--- src/rtl/vend_pkg.sv ---
// Shared types and coin constants for the change-return datapath.
package vend_pkg;

    typedef enum logic [2:0] {
        IDLE,
        SELECT,
        EJECT,
        WAIT_DROP,
        DONE
    } state_t;

    typedef enum logic {
        COIN5,
        COIN10
    } coin_t;

    // Coin values expressed in 5-rupee units.
    localparam int COIN5_UNITS  = 1;
    localparam int COIN10_UNITS = 2;

endpackage

--- src/rtl/coin_stock.sv ---
// One coin hopper's stock counter: saturating refill add combined with a
// same-cycle decrement when a coin is confirmed dropped.
module coin_stock #(
    parameter int CNT_W = 8
) (
    input  logic             clk,
    input  logic             rst,
    input  logic             refill_valid,
    input  logic [CNT_W-1:0] refill_amt,
    input  logic             dec,
    output logic [CNT_W-1:0] stock
);

    localparam logic [CNT_W:0] MAX_CNT = {1'b0, {CNT_W{1'b1}}};

    logic [CNT_W-1:0] stock_q;
    logic [CNT_W-1:0] stock_d;
    logic [CNT_W:0]   sum;

    // The extra top bit holds the overflow so the clamp sees the true total.
    always_comb begin
        sum = {1'b0, stock_q} + (refill_valid ? {1'b0, refill_amt} : '0);
        if (dec && (sum != '0)) begin
            sum = sum - (CNT_W+1)'(1);
        end
        stock_d = (sum > MAX_CNT) ? {CNT_W{1'b1}} : sum[CNT_W-1:0];
    end

    always_ff @(posedge clk or posedge rst) begin
        if (rst) begin
            stock_q <= '0;
        end else begin
            stock_q <= stock_d;
        end
    end

    assign stock = stock_q;

endmodule

--- src/rtl/change_dispenser.sv ---
// Change-return controller: pays an amount out of 10- and 5-rupee hoppers,
// largest coin first, waiting for each drop confirmation before the next coin.
module change_dispenser
    import vend_pkg::*;
#(
    parameter int AMT_W       = 5,
    parameter int CNT_W       = 8,
    parameter int PULSE_CYC   = 4,
    parameter int TIMEOUT_CYC = 1000
) (
    input  logic             clk,
    input  logic             rst,
    input  logic             req_valid,
    input  logic [AMT_W-1:0] req_amt,
    output logic             req_ready,
    output logic             done,
    output logic             err,
    output logic [AMT_W-1:0] remain,
    output logic             jam,
    output logic             eject10,
    output logic             eject5,
    input  logic             drop10,
    input  logic             drop5,
    input  logic             refill_valid,
    input  logic [CNT_W-1:0] refill10,
    input  logic [CNT_W-1:0] refill5,
    output logic [CNT_W-1:0] stock10,
    output logic [CNT_W-1:0] stock5
);

    // One timer serves both the eject pulse and the drop-wait window.
    localparam int TMR_W = $clog2(TIMEOUT_CYC + PULSE_CYC + 1);
    localparam logic [TMR_W-1:0] PULSE_LAST   = TMR_W'(PULSE_CYC - 1);
    localparam logic [TMR_W-1:0] TIMEOUT_LAST = TMR_W'(TIMEOUT_CYC);

    state_t           state_q, state_d;
    coin_t            sel_q, sel_d;
    logic [AMT_W-1:0] rem_q, rem_d;
    logic [TMR_W-1:0] timer_q, timer_d;
    logic             err_q, err_d;
    logic             jam_q, jam_d;
    logic             dec10, dec5;

    always_comb begin
        state_d = state_q;
        sel_d   = sel_q;
        rem_d   = rem_q;
        timer_d = timer_q;
        err_d   = err_q;
        jam_d   = jam_q;
        dec10   = 1'b0;
        dec5    = 1'b0;

        case (state_q)
            IDLE: begin
                if (req_valid) begin
                    rem_d   = req_amt;
                    jam_d   = 1'b0;
                    err_d   = 1'b0;
                    state_d = SELECT;
                end
            end
            SELECT: begin
                timer_d = '0;
                if (rem_q == '0) begin
                    err_d   = 1'b0;
                    state_d = DONE;
                end else if ((rem_q >= AMT_W'(COIN10_UNITS)) && (stock10 != '0)) begin
                    sel_d   = COIN10;
                    state_d = EJECT;
                end else if ((rem_q >= AMT_W'(COIN5_UNITS)) && (stock5 != '0)) begin
                    sel_d   = COIN5;
                    state_d = EJECT;
                end else begin
                    err_d   = 1'b1;
                    state_d = DONE;
                end
            end
            EJECT: begin
                if (timer_q == PULSE_LAST) begin
                    timer_d = '0;
                    state_d = WAIT_DROP;
                end else begin
                    timer_d = timer_q + TMR_W'(1);
                end
            end
            // A drop from the other hopper is not ours to count.
            WAIT_DROP: begin
                if ((sel_q == COIN10) && drop10) begin
                    dec10   = 1'b1;
                    rem_d   = rem_q - AMT_W'(COIN10_UNITS);
                    state_d = SELECT;
                end else if ((sel_q == COIN5) && drop5) begin
                    dec5    = 1'b1;
                    rem_d   = rem_q - AMT_W'(COIN5_UNITS);
                    state_d = SELECT;
                end else if (timer_q == TIMEOUT_LAST) begin
                    err_d   = 1'b1;
                    jam_d   = 1'b1;
                    state_d = DONE;
                end else begin
                    timer_d = timer_q + TMR_W'(1);
                end
            end
            DONE: begin
                state_d = IDLE;
            end
            default: begin
                state_d = IDLE;
            end
        endcase
    end

    always_ff @(posedge clk or posedge rst) begin
        if (rst) begin
            state_q <= IDLE;
            sel_q   <= COIN5;
            rem_q   <= '0;
            timer_q <= '0;
            err_q   <= 1'b0;
            jam_q   <= 1'b0;
        end else begin
            state_q <= state_d;
            sel_q   <= sel_d;
            rem_q   <= rem_d;
            timer_q <= timer_d;
            err_q   <= err_d;
            jam_q   <= jam_d;
        end
    end

    coin_stock #(.CNT_W(CNT_W)) u_stock10 (
        .clk          (clk),
        .rst          (rst),
        .refill_valid (refill_valid),
        .refill_amt   (refill10),
        .dec          (dec10),
        .stock        (stock10)
    );

    coin_stock #(.CNT_W(CNT_W)) u_stock5 (
        .clk          (clk),
        .rst          (rst),
        .refill_valid (refill_valid),
        .refill_amt   (refill5),
        .dec          (dec5),
        .stock        (stock5)
    );

    // Outputs decode registered state only, so reset drops the ejects at once.
    assign req_ready = (state_q == IDLE);
    assign done      = (state_q == DONE);
    assign err       = (state_q == DONE) && err_q;
    assign remain    = rem_q;
    assign jam       = jam_q;
    assign eject10   = (state_q == EJECT) && (sel_q == COIN10);
    assign eject5    = (state_q == EJECT) && (sel_q == COIN5);

endmodule

--- config.mk ---
export PLATFORM = sky130hd
export DESIGN_NAME = change_dispenser
export DESIGN_NICKNAME = d
export VERILOG_FILES = /design/src/rtl/vend_pkg.sv /design/src/rtl/coin_stock.sv /design/src/rtl/change_dispenser.sv
export SDC_FILE = /design/constraint.sdc
export NUM_CORES = 1
export LEC_CHECK = 0
export BUFFER_PORTS_ARGS = -buffer_cell sky130_fd_sc_hd__buf_2
export CAP_MARGIN = 10
export CORE_ASPECT_RATIO = 1.75
export CORE_MARGIN = 1
export CORE_UTILIZATION = 45
export DETAILED_ROUTE_END_ITERATION = 8
export PLACE_DENSITY = 0.66
export SLEW_MARGIN = 20
export SYNTH_ARGS = -nofsm -noshare
export SYNTH_HDL_FRONTEND = slang
export SYNTH_SLANG_ARGS = --single-unit
--- constraint.sdc ---
create_clock -name clk -period 3.3 [get_ports clk]
set_clock_uncertainty 0.05 [all_clocks]
set_input_delay 0.99 -clock clk [delete_from_list [all_inputs] [get_ports clk]]
set_output_delay 0.99 -clock clk [all_outputs]
set_load 0.03 [all_outputs]
==> results of run 1 <==
-- synth_stat cells, drive strengths merged, types with 4 or more instances --
master	number
clkbuf	7
a21oi	25
o21ai	29
or3	8
nand3	17
nor4	6
nor2	32
or4	4
and2	19
ha	27
a21o	9
inv	17
buf	6
xnor2	16
a31oi	6
nand2	27
dfrtp	37
and3	8
xor2	5
nor3	7
-- per-layer routing --
| layer | vias to the layer above | GRT usage [%] | share of wire [%] |
|---|---|---|---|
| met5 | - | 0 | 0 |
| met4 | 0 | 12.3 | 3.1 |
| met3 | 16 | 3.13 | 2.2 |
| met2 | 59 | 52.8 | 60 |
| met1 | 1572 | 22.8 | 35 |
| li1 | 1612 | - | - |
-- worst max-delay path: stages --
cell      delay (ns)
buf_6           0.11
and2_4          0.14
ha_4            0.15
fa_2            0.34
a21o_4          0.24
a221oi_4        0.28
xnor2_2         0.15
or4_4           0.44
a31oi_2         0.17
xor2_1          0.21
nand2_1         0.07
-- cell type report --
type	count	area (µm²)
Fill cell	604	2610
Multi-Input combinational cell	311	2260
Sequential cell	37	926
Timing Repair Buffer	112	714
Clock buffer	7	143
Tap cell	84	105
Inverter	17	63.8
Clock inverter	1	30.0
-- power by group --
group	internal (mW)	total [mW]	switching, mW
Clock	0.377	0.567	0.189
Combinational	1.25	2.90	1.65
Sequential	0.630	0.850	0.219
-- cell families (layout without fill, tap and decap cells) --
| group | count (synthesis) | after routing | synth area share, % |
|---|---|---|---|
| muxes | 5 | 5 | 2.05 |
| xor gates and xnor gates | 21 | 21 | 5.79 |
| and+or+nand+nor | 148 | 148 | 24.7 |
| adders and majority gates | 29 | 29 | 11.9 |
| DFF | 37 | 37 | 29.1 |
| buffers and inverters | 30 | 137 | 4.13 |
| AOI/OAI and AO/OA | 108 | 108 | 22.3 |
-- placed cells by master (no fill, tap or decap), types with 3 or more instances in the layout --
| master | instances |
|---|---|
| and2_1 | 18 |
| buf_4 | 59 |
| nand2b_1 | 3 |
| clkbuf_16 | 5 |
| a21oi_2 | 3 |
| a31oi_1 | 5 |
| buf_2 | 52 |
| o21a_1 | 3 |
| nand3_1 | 17 |
| a21o_1 | 8 |
| a32oi_1 | 3 |
| nand2_1 | 27 |
| inv_1 | 17 |
| a22oi_1 | 3 |
| ha_1 | 25 |
| or3_1 | 8 |
| a21oi_1 | 22 |
| nor2_1 | 32 |
| and3_1 | 7 |
| o21ai_0 | 28 |
| xnor2_1 | 12 |
| xor2_1 | 5 |
| nand4_1 | 3 |
| dfrtp_1 | 37 |
| nor3_1 | 6 |
| nor4_1 | 6 |
| xnor2_2 | 4 |
-- worst max path at each step --
| stage | depth (start not counted) | slack [ns] | to |
|---|---|---|---|
| floorplan | 12 | -0.18 | u_stock5.stock[2] |
| global placement | 11 | -0.27 | u_stock5.stock[2] |
| detailed placement | 11 | -0.29 | u_stock5.stock[2] |
| CTS | 11 | 0.0003 | u_stock5.stock[7] |
| global route | 13 | -0.0003 | u_stock10.stock[1] |
| finish | 11 | 0.12 | u_stock5.stock[7] |
-- registers in the layout, summed over array words and instances (netlist names) --
register / cells
timer_q: 10
err_q: 1
jam: 1
u_stock10.stock: 8
sel_q: 1
u_stock5.stock: 8
state_q: 3
remain: 5
-- repair_timing --
action	CTS	global route
resized for setup	3	16
setup buffers	2	2
pin swaps	3	8
setup endpoints to repair	2	16
==> out/metrics.csv, run 1 <==
stage;metric;value;unit
clocking;total number of clock tree sinks;37;
min_path;worst hold endpoint;jam;
clocking;maximum root-to-sink buffer count;2;
logic_synthesis;cell accounting for the most synthesized area;dfrtp_1;
power_and_ir_drop;largest voltage drop on the vdd net;0.570;mV
min_path;count of cells along the worst hold path;2;
status;outcome;completed;
setup_path;end of the worst register-to-register path;u_stock5.stock[7];
timing;setup repair after global routing missed its margin;true;
min_path;Hold Startpoint;jam;
timing;final period utilization;96.5;%
job;number of maximum-capacitance violations;0;
finish;synthesis-to-finish area growth;33.5;%
logic_synthesis;number of cells produced by synthesis;378;
setup_path;Critical Setup Path Class;input port to register;
detailed_routing;total wire length after detailed routing;9.01;mm
power_and_ir_drop;Leak;1.99;nW
timing;Highest Clock Rate;314;MHz
setup_path;setup slack on the worst flop-to-flop path;0.56;ns
logic_synthesis;per-instance average area after synthesis;8.41;µm²
finish;final instance area;4240;µm²
timing;worst hold slack;0.496;ns
floorplanning;height of the die;113;µm
timing;number of endpoints with negative hold slack in the final report;0;
logic_synthesis;asr flop ratio synth;100;%
logic_synthesis;EDFF count, synth;0;
finish;post-layout utilization of the core;61.9;%
logic_synthesis;total nets after synthesis;434;
min_path;type of the tightest min-delay check;register to register;
floorplanning;CORE AREA;6860;µm²
detailed_routing;remaining number of nets flagged by the antenna check after routing;0;
setup_path;startpoint types;input port;
finish;diode insertion count for antenna repair;0;
detailed_routing;number of remaining DRC errors;0;
floorplanning;standard-cell row count;40;
clocking;clock latency of the later-clocked register in the worst-skew pair;0.29;ns
finish;Post-Layout Cell Count;569;
global_routing;grt total ovfl;0;
timing;Min Clock Period, post-route;3.18;ns
detailed_routing;number of detailed-routing iterations run before antenna repair;4;
clocking;clock transition time at the flip-flop clock pins of the worst setup and hold paths;0.06;ns
floorplanning;count of boundary I/O pins;54;
detailed_routing;number of DRC violations after detailed-routing iteration 0;116;
timing;Final setup violation count;0;
floorplanning;Die Outline Area;7420;µm²
setup_path;length in cells of the worst reg-to-reg path;7;
global_routing;GR Util All Layers;25.6;%
finish;number of nets in the layout;540;
logic_synthesis;part of the Yosys area used for sequential elements;29.1;%
power_and_ir_drop;power density relative to cell area;1020;nW/µm²
logic_synthesis;Synth Warn #;0;
logic_synthesis;top cell type's share of synthesized area;29.1;%
floorplanning;die span in x;65.5;µm
floorplanning;starting density of the core;46.4;%
placement;Worst Setup Slack post-DPL;-0.293;ns
detailed_routing;per-cell via count in the routed design;5.73;
setup_path;CP Launch Point;refill_valid;
logic_synthesis;Cell variety after synth;62;
clocking;H-tree depth;2;
clocking;total of hold buffers inserted after clock tree synthesis;0;
setup_path;data arrival time of the worst path;3.31;ns
setup_path;Worst R2R Start;state_q[0];
logic_synthesis;largest cells by area after synthesis;dfrtp_1 (29%), ha_1 (11%), o21ai_0 (4.6%);
global_routing;number of antenna violations at the first check in global routing;0;
logic_synthesis;most used flip-flop cell after synthesis;dfrtp_1;
setup_path;Crit Path Max Fanout;9;
timing;Slew @ Worst Pin;0.676;ns
logic_synthesis;Syn Std Cell Area;3180;µm²
placement;number of port buffers;53;
finish;layout cells sized above 1;30.7;%
setup_path;required time at the endpoint of the critical path;3.43;ns
global_routing;global-route wire length before repair;14.4;mm
placement;RD Place Congestion;0.844;
timing;Final Worst Setup Slack;0.116;ns
clocking;number of buffers created by CTS;5;
clocking;Clk Tree Root Cell;clkbuf_16;
placement;placed wire-length estimate after detailed placement;7.18;mm
global_routing;vias in the first global route;3276;
placement;# placed instances;558;
timing;headroom to the max-slew limit;54.9;%
detailed_routing;Routed wire per std cell;15.8;µm
setup_path;capturing element type of the critical path;register;
timing;Final Max Slew Viols;0;
detailed_routing;Vias;3259;
timing;setup TNS after final layout;0;ns
logic_synthesis;FF+latch count, synth;37;
placement;Placed Instance Area;3950;µm²
global_routing;pin count of the biggest net entering global routing;38;
power_and_ir_drop;power consumption;4.32;mW
clocking;clock tree from TritonCTS;built;
Note: power is estimated with default switching activity, not from simulation.
==> inputs of run 2 (changes only) <==
- CAP_MARGIN: 10 -> 20
- CTS_CLUSTER_DIAMETER: unset -> 100
- PLACE_DENSITY: 0.66 -> 0.71
==> out/metrics.csv, run 2 (same netlist as run 1, synthesis figures left out) <==
stage;metric;value;unit;change
floorplanning;count of boundary I/O pins;54;;unchanged
floorplanning;starting density of the core;46.4;%;unchanged
clocking;H-tree depth;2;;unchanged
status;outcome;completed;;unchanged
timing;final period utilization;97.9;%;was 96.5%
clocking;number of buffers created by CTS;5;;unchanged
timing;Min Clock Period, post-route;3.23;ns;was 3.18 ns
detailed_routing;number of DRC violations after detailed-routing iteration 0;100;;was 116
setup_path;startpoint types;input port;;unchanged
power_and_ir_drop;internal power contribution;2.27;mW;was 2.26 mW
setup_path;Max stage delay on crit path;0.41;ns;was 0.44 ns
setup_path;crit path buf inv count;2;;was 1
timing;headroom to the max-slew limit;46.9;%;was 54.9%
setup_path;Worst path top cell family by delay;compound AO/OA/AOI/OAI gates;;unchanged
timing;Highest Clock Rate;309;MHz;was 314 MHz
finish;number of flip-flops under the largest register name;10;;unchanged
setup_path;Critical Setup Path Class;input port to register;;unchanged
setup_path;Stages on worst setup path;12;;was 11
finish;leading cell type in the layout, fill and taps excluded;buf_4;;unchanged
setup_path;required time at the endpoint of the critical path;3.43;ns;about the same
finish;diode insertion count for antenna repair;0;;unchanged
global_routing;grt total ovfl;0;;unchanged
floorplanning;CORE AREA;6860;µm²;unchanged
detailed_routing;per-cell via count in the routed design;5.77;;was 5.73
power_and_ir_drop;largest voltage drop on the vdd net;0.567;mV;was 0.570 mV
detailed_routing;number of remaining DRC errors;0;;unchanged
power_and_ir_drop;power consumption;4.30;mW;was 4.32 mW
clocking;clock tree from TritonCTS;built;;unchanged
floorplanning;die span in x;65.5;µm;unchanged
floorplanning;Die Outline Area;7420;µm²;unchanged
setup_path;end of the worst register-to-register path;u_stock5.stock[7];;unchanged
finish;number of nets in the layout;544;;was 540
finish;post-layout utilization of the core;62.0;%;was 61.9%
power_and_ir_drop;fraction of power consumed by combinational cells;67.0;%;was 67.2%
setup_path;cell-by-cell trace of the critical path;buf_6 > and2_4 > ha_4 > fa_2 > a21o_4 > a221oi_2 > xnor2_1 > buf_4 > or4_4 > a31oi_2 > xor2_1 > nand2_1;;was buf_6 > and2_4 > ha_4 > fa_2 > a21o_4 > a221oi_4 > xnor2_2 > or4_4 > a31oi_2 > xor2_1 > nand2_1
clocking;clock transition time at the flip-flop clock pins of the worst setup and hold paths;0.06;ns;about the same
placement;RD Place Congestion;0.910;;was 0.844
power_and_ir_drop;power density relative to cell area;1010;nW/µm²;was 1020 nW/µm²
global_routing;pin count of the biggest net entering global routing;38;;unchanged
detailed_routing;Vias;3309;;was 3259
clocking;clock latency of the later-clocked register in the worst-skew pair;0.29;ns;about the same
detailed_routing;remaining number of nets flagged by the antenna check after routing;0;;unchanged
detailed_routing;total wire length after detailed routing;8.99;mm;was 9.01 mm
power_and_ir_drop;Sw Share;47.3;%;was 47.7%
clocking;total number of clock tree sinks;37;;unchanged
global_routing;vias in the first global route;3256;;was 3276
clocking;Clk Tree Root Cell;clkbuf_16;;unchanged
clocking;maximum root-to-sink buffer count;2;;unchanged
detailed_routing;Routed wire per std cell;15.7;µm;was 15.8 µm
job;number of maximum-capacitance violations;0;;unchanged
setup_path;termination of the worst setup path;u_stock5.stock[7];;unchanged
global_routing;number of antenna violations at the first check in global routing;0;;unchanged
detailed_routing;number of detailed-routing iterations run before antenna repair;4;;unchanged
timing;Final Max Slew Viols;0;;unchanged
placement;number of port buffers;53;;unchanged
power_and_ir_drop;Leak;1.98;nW;was 1.99 nW
finish;top library cells by usage in the layout, fill and taps aside;buf_4 (63), buf_2 (52), dfrtp_1 (37);;was buf_4 (59), buf_2 (52), dfrtp_1 (37)
power_and_ir_drop;proportion of power drawn by the clock network;13.2;%;was 13.1%
setup_path;setup slack on the worst flop-to-flop path;0.50;ns;was 0.56 ns
setup_path;Slowest-stage cell, CP;or4_4;;unchanged
global_routing;global-route wire length before repair;14.2;mm;was 14.4 mm
setup_path;Worst R2R Start;state_q[2];;was state_q[0]
timing;Final setup violation count;0;;unchanged
min_path;type of the tightest min-delay check;register to register;;unchanged
finish;layout cells sized above 1;30.9;%;was 30.7%
finish;synthesis-to-finish area growth;33.7;%;was 33.5%
setup_path;capturing element type of the critical path;register;;unchanged
timing;setup repair after global routing missed its margin;true;;unchanged
placement;placed wire-length estimate after detailed placement;7.10;mm;was 7.18 mm
setup_path;CP Launch Point;refill_valid;;unchanged
timing;number of endpoints with negative hold slack in the final report;0;;unchanged
setup_path;data arrival time of the worst path;3.36;ns;was 3.31 ns
finish;most flop-heavy register;timer_q;;unchanged
power_and_ir_drop;net load switching power;2.04;mW;was 2.06 mW
global_routing;GR Util All Layers;25.3;%;was 25.6%
power_and_ir_drop;share of power burned in registers;19.7;%;about the same
timing;Slew @ Worst Pin;0.796;ns;was 0.676 ns
setup_path;Crit Path Max Fanout;11;;was 9
clocking;post-CTS repair timing setup buffer count;0;;was 2
floorplanning;standard-cell row count;40;;unchanged
floorplanning;height of the die;113;µm;unchanged
setup_path;length in cells of the worst reg-to-reg path;7;;unchanged
## run 2: final cells by class
| class | instances | area (µm²) |
|---|---|---|
| clock buffers | 6 | 139 |
| clock inverters | 2 | 37.5 |
| fillers | 596 | 2610 |
| inverters | 17 | 63.8 |
| multi-input cells | 311 | 2230 |
| flip-flops and latches | 37 | 926 |
| well taps | 84 | 105 |
| repair buffers | 116 | 744 |
## run 2: timing repair
action	CTS	global route
hold buffers	0	0
pin swaps	1	6
endpoints found under the setup margin	5	16
gates cloned	0	0
gates resized for setup	1	12
## run 2: metal layers
metal	up-vias	track usage [%]	part of all wire (%)
li1	1616	-	-
met1	1576	22.7	35
met2	87	50.2	57
met3	30	4.13	3.6
met4	0	14.5	4.5
met5	-	0	0
## run 2: power by group through the flow
stage	Clock [mW]	Combinational, mW	Sequential [mW]
after floorplan	0	1.63	0.992
after detailed placement	0	2.79	0.850
after CTS	0.576	2.82	0.844
after global routing	0.594	3.17	0.876
after global placement	0	2.73	0.842
final	0.569	2.89	0.849
## run 2: how the worst min path moves through the flow
stage | to | from | depth (start not counted) | slack, ns
global placement | jam | jam | 2 | 0.46
finish | jam | jam | 2 | 0.48
CTS | jam | jam | 2 | 0.48
floorplan | err_q | err_q | 2 | 0.43
detailed placement | jam | jam | 2 | 0.46
global route | err_q | err_q | 2 | 0.52
## run 2: worst register-to-register path: cells and delay by family (launching register included)
kind / cells / cell delay, ns
and+or+nand+nor: 5 / 1.82
DFF: 1 / 0.50
xor gates and xnor gates: 1 / 0.15
AOI/OAI and AO/OA: 1 / 0.17
## run 2: stage by stage
step                      hold slack, ns  setup TNS, ns  instances  setup slack (ns)  cell area (µm²)
after floorplan                    0.433         -0.345        378            -0.180             3240
after global placement             0.458          -3.76        565            -0.262             4000
after detailed placement           0.465          -4.38        565            -0.318             4000
after CTS                          0.480              0        573            0.0201             4180
after global routing               0.524        -0.0703        573           -0.0224             4250
final                              0.478              0        573            0.0682             4250
==> inputs of run 3 (changes only) <==
- CORE_UTILIZATION: 45 -> 40
- PLACE_DENSITY: 0.71 -> 0.65
==> out/metrics.csv, run 3 (same netlist as run 1, synthesis figures left out) <==
stage;metric;value;unit;change
finish;top library cells by usage in the layout, fill and taps aside;buf_4 (58), buf_2 (52), dfrtp_1 (37);;was buf_4 (63), buf_2 (52), dfrtp_1 (37)
finish;layout cells sized above 1;31.7;%;was 30.9%
timing;Min Clock Period, post-route;3.22;ns;was 3.23 ns
finish;final instance area;4260;µm²;was 4250 µm²
timing;worst hold slack;0.489;ns;was 0.478 ns
detailed_routing;Vias;3253;;was 3309
detailed_routing;per-cell via count in the routed design;5.71;;was 5.77
timing;setup TNS after final layout;0;ns;unchanged
clocking;H-tree depth;2;;unchanged
global_routing;GR Util All Layers;22.8;%;was 25.3%
clocking;maximum root-to-sink buffer count;2;;unchanged
finish;synthesis-to-finish area growth;34.1;%;was 33.7%
floorplanning;Die Outline Area;8320;µm²;was 7420 µm²
setup_path;capturing element type of the critical path;register;;unchanged
placement;# placed instances;561;;was 565
floorplanning;standard-cell row count;42;;was 40
power_and_ir_drop;largest voltage drop on the vdd net;0.514;mV;was 0.567 mV
floorplanning;die span in x;69.4;µm;was 65.5 µm
placement;Worst Setup Slack post-DPL;-0.332;ns;was -0.318 ns
placement;Placed Instance Area;3940;µm²;was 4000 µm²
clocking;Clk Tree Root Cell;clkbuf_16;;unchanged
detailed_routing;number of detailed-routing iterations run before antenna repair;4;;unchanged
placement;RD Place Congestion;0.909;;was 0.910
placement;placed wire-length estimate after detailed placement;7.22;mm;was 7.10 mm
setup_path;required time at the endpoint of the critical path;3.37;ns;was 3.43 ns
floorplanning;count of boundary I/O pins;54;;unchanged
global_routing;vias in the first global route;3221;;was 3256
global_routing;grt total ovfl;0;;unchanged
detailed_routing;number of DRC violations after detailed-routing iteration 0;108;;was 100
clocking;number of buffers created by CTS;5;;unchanged
placement;number of port buffers;53;;unchanged
detailed_routing;Routed wire per std cell;16.2;µm;was 15.7 µm
finish;fill cell count;697;;was 596
clocking;clock latency of the later-clocked register in the worst-skew pair;0.28;ns;was 0.29 ns
clocking;total of hold buffers inserted after clock tree synthesis;0;;unchanged
timing;Highest Clock Rate;310;MHz;was 309 MHz
detailed_routing;total wire length after detailed routing;9.24;mm;was 8.99 mm
timing;Final Worst Setup Slack;0.0766;ns;was 0.0682 ns
global_routing;pin count of the biggest net entering global routing;38;;unchanged
floorplanning;height of the die;120;µm;was 113 µm
finish;Post-Layout Cell Count;570;;was 573
detailed_routing;remaining number of nets flagged by the antenna check after routing;0;;unchanged
setup_path;data arrival time of the worst path;3.29;ns;was 3.36 ns
floorplanning;starting density of the core;41.7;%;was 46.4%
setup_path;Crit Path Max Fanout;8;;was 11
clocking;clock tree from TritonCTS;built;;unchanged
job;number of maximum-capacitance violations;0;;unchanged
timing;Final Max Slew Viols;0;;unchanged
finish;diode insertion count for antenna repair;0;;unchanged
min_path;type of the tightest min-delay check;register to register;;unchanged
finish;most flop-heavy register;timer_q;;unchanged
status;outcome;completed;;unchanged
detailed_routing;number of remaining DRC errors;0;;unchanged
power_and_ir_drop;power density relative to cell area;1010;nW/µm²;about the same
power_and_ir_drop;Leak;1.96;nW;was 1.98 nW
timing;headroom to the max-slew limit;49.3;%;was 46.9%
setup_path;startpoint types;input port;;unchanged
clocking;total number of clock tree sinks;37;;unchanged
floorplanning;CORE AREA;7620;µm²;was 6860 µm²
timing;final period utilization;97.7;%;was 97.9%
finish;leading cell type in the layout, fill and taps excluded;buf_4;;unchanged
timing;Slew @ Worst Pin;0.760;ns;was 0.796 ns
timing;Final setup violation count;0;;unchanged
power_and_ir_drop;power consumption;4.31;mW;was 4.30 mW
setup_path;Critical Setup Path Class;input port to register;;unchanged
finish;number of flip-flops under the largest register name;10;;unchanged
global_routing;global-route wire length before repair;15.0;mm;was 14.2 mm
finish;post-layout utilization of the core;55.9;%;was 62.0%
finish;number of nets in the layout;538;;was 544
clocking;clock transition time at the flip-flop clock pins of the worst setup and hold paths;0.05;ns;was 0.06 ns
global_routing;number of antenna violations at the first check in global routing;0;;unchanged
timing;number of endpoints with negative hold slack in the final report;0;;unchanged
## run 3: area by class of cell
type                    instances  area (µm²)  share of cell area, %
well taps                      88         110                   2.58
repair buffers                110         696                   16.3
flip-flops and latches         37         926                   21.7
multi-input cells             311        2320                   54.5
inverters                      17        63.8                   1.50
clock buffers                   7         143                   3.35
## run 3: report_power, final
group / switching (mW) / leakage (nW) / total (mW) / internal [mW]
Clock: 0.177 / 0.0700 / 0.473 / 0.296
Combinational: 1.68 / 1.45 / 2.98 / 1.30
Sequential: 0.231 / 0.441 / 0.861 / 0.630
## run 3: worst max-delay path: stages
cell and delay [ns]:
buf_4 0.15, and2_1 0.14, ha_2 0.18, fa_2 0.35
a21o_1 0.23, and2_1 0.18, o221ai_2 0.23, and3_4 0.23
nand3_1 0.11, mux2i_2 0.29, o221ai_1 0.22
## run 3: metal layers
| metal | up-vias | track usage, % | wire, µm |
|---|---|---|---|
| met5 | - | 0 | 0 |
| met4 | 0 | 9.95 | 186 |
| met3 | 15 | 4.20 | 381 |
| met2 | 80 | 45.4 | 5300 |
| met1 | 1560 | 22.1 | 3380 |
| li1 | 1598 | - | - |
## run 3: path summary, 6_finish.rpt
| path | slack (ns) | cells past startpoint | end | startpoint |
|---|---|---|---|---|
| min | 0.49 | 2 | jam | jam |
| max | 0.08 | 11 | u_stock10.stock[6] | refill_valid |
| min reg2reg | 0.49 | 2 | jam | jam |
| max reg2reg | 0.56 | 7 | u_stock5.stock[7] | state_q[2] |
| max in group asynchronous | 2.08 | 3 | timer_q[4] | rst |
| min in group asynchronous | 0.76 | 3 | remain[2] | rst |
## run 3: what timing repair did
| item | CTS | global route |
|---|---|---|
| resized for setup | 5 | 22 |
| setup buffers | 1 | 2 |
| pin swaps | 3 | 14 |
| endpoints found under the setup margin | 5 | 16 |
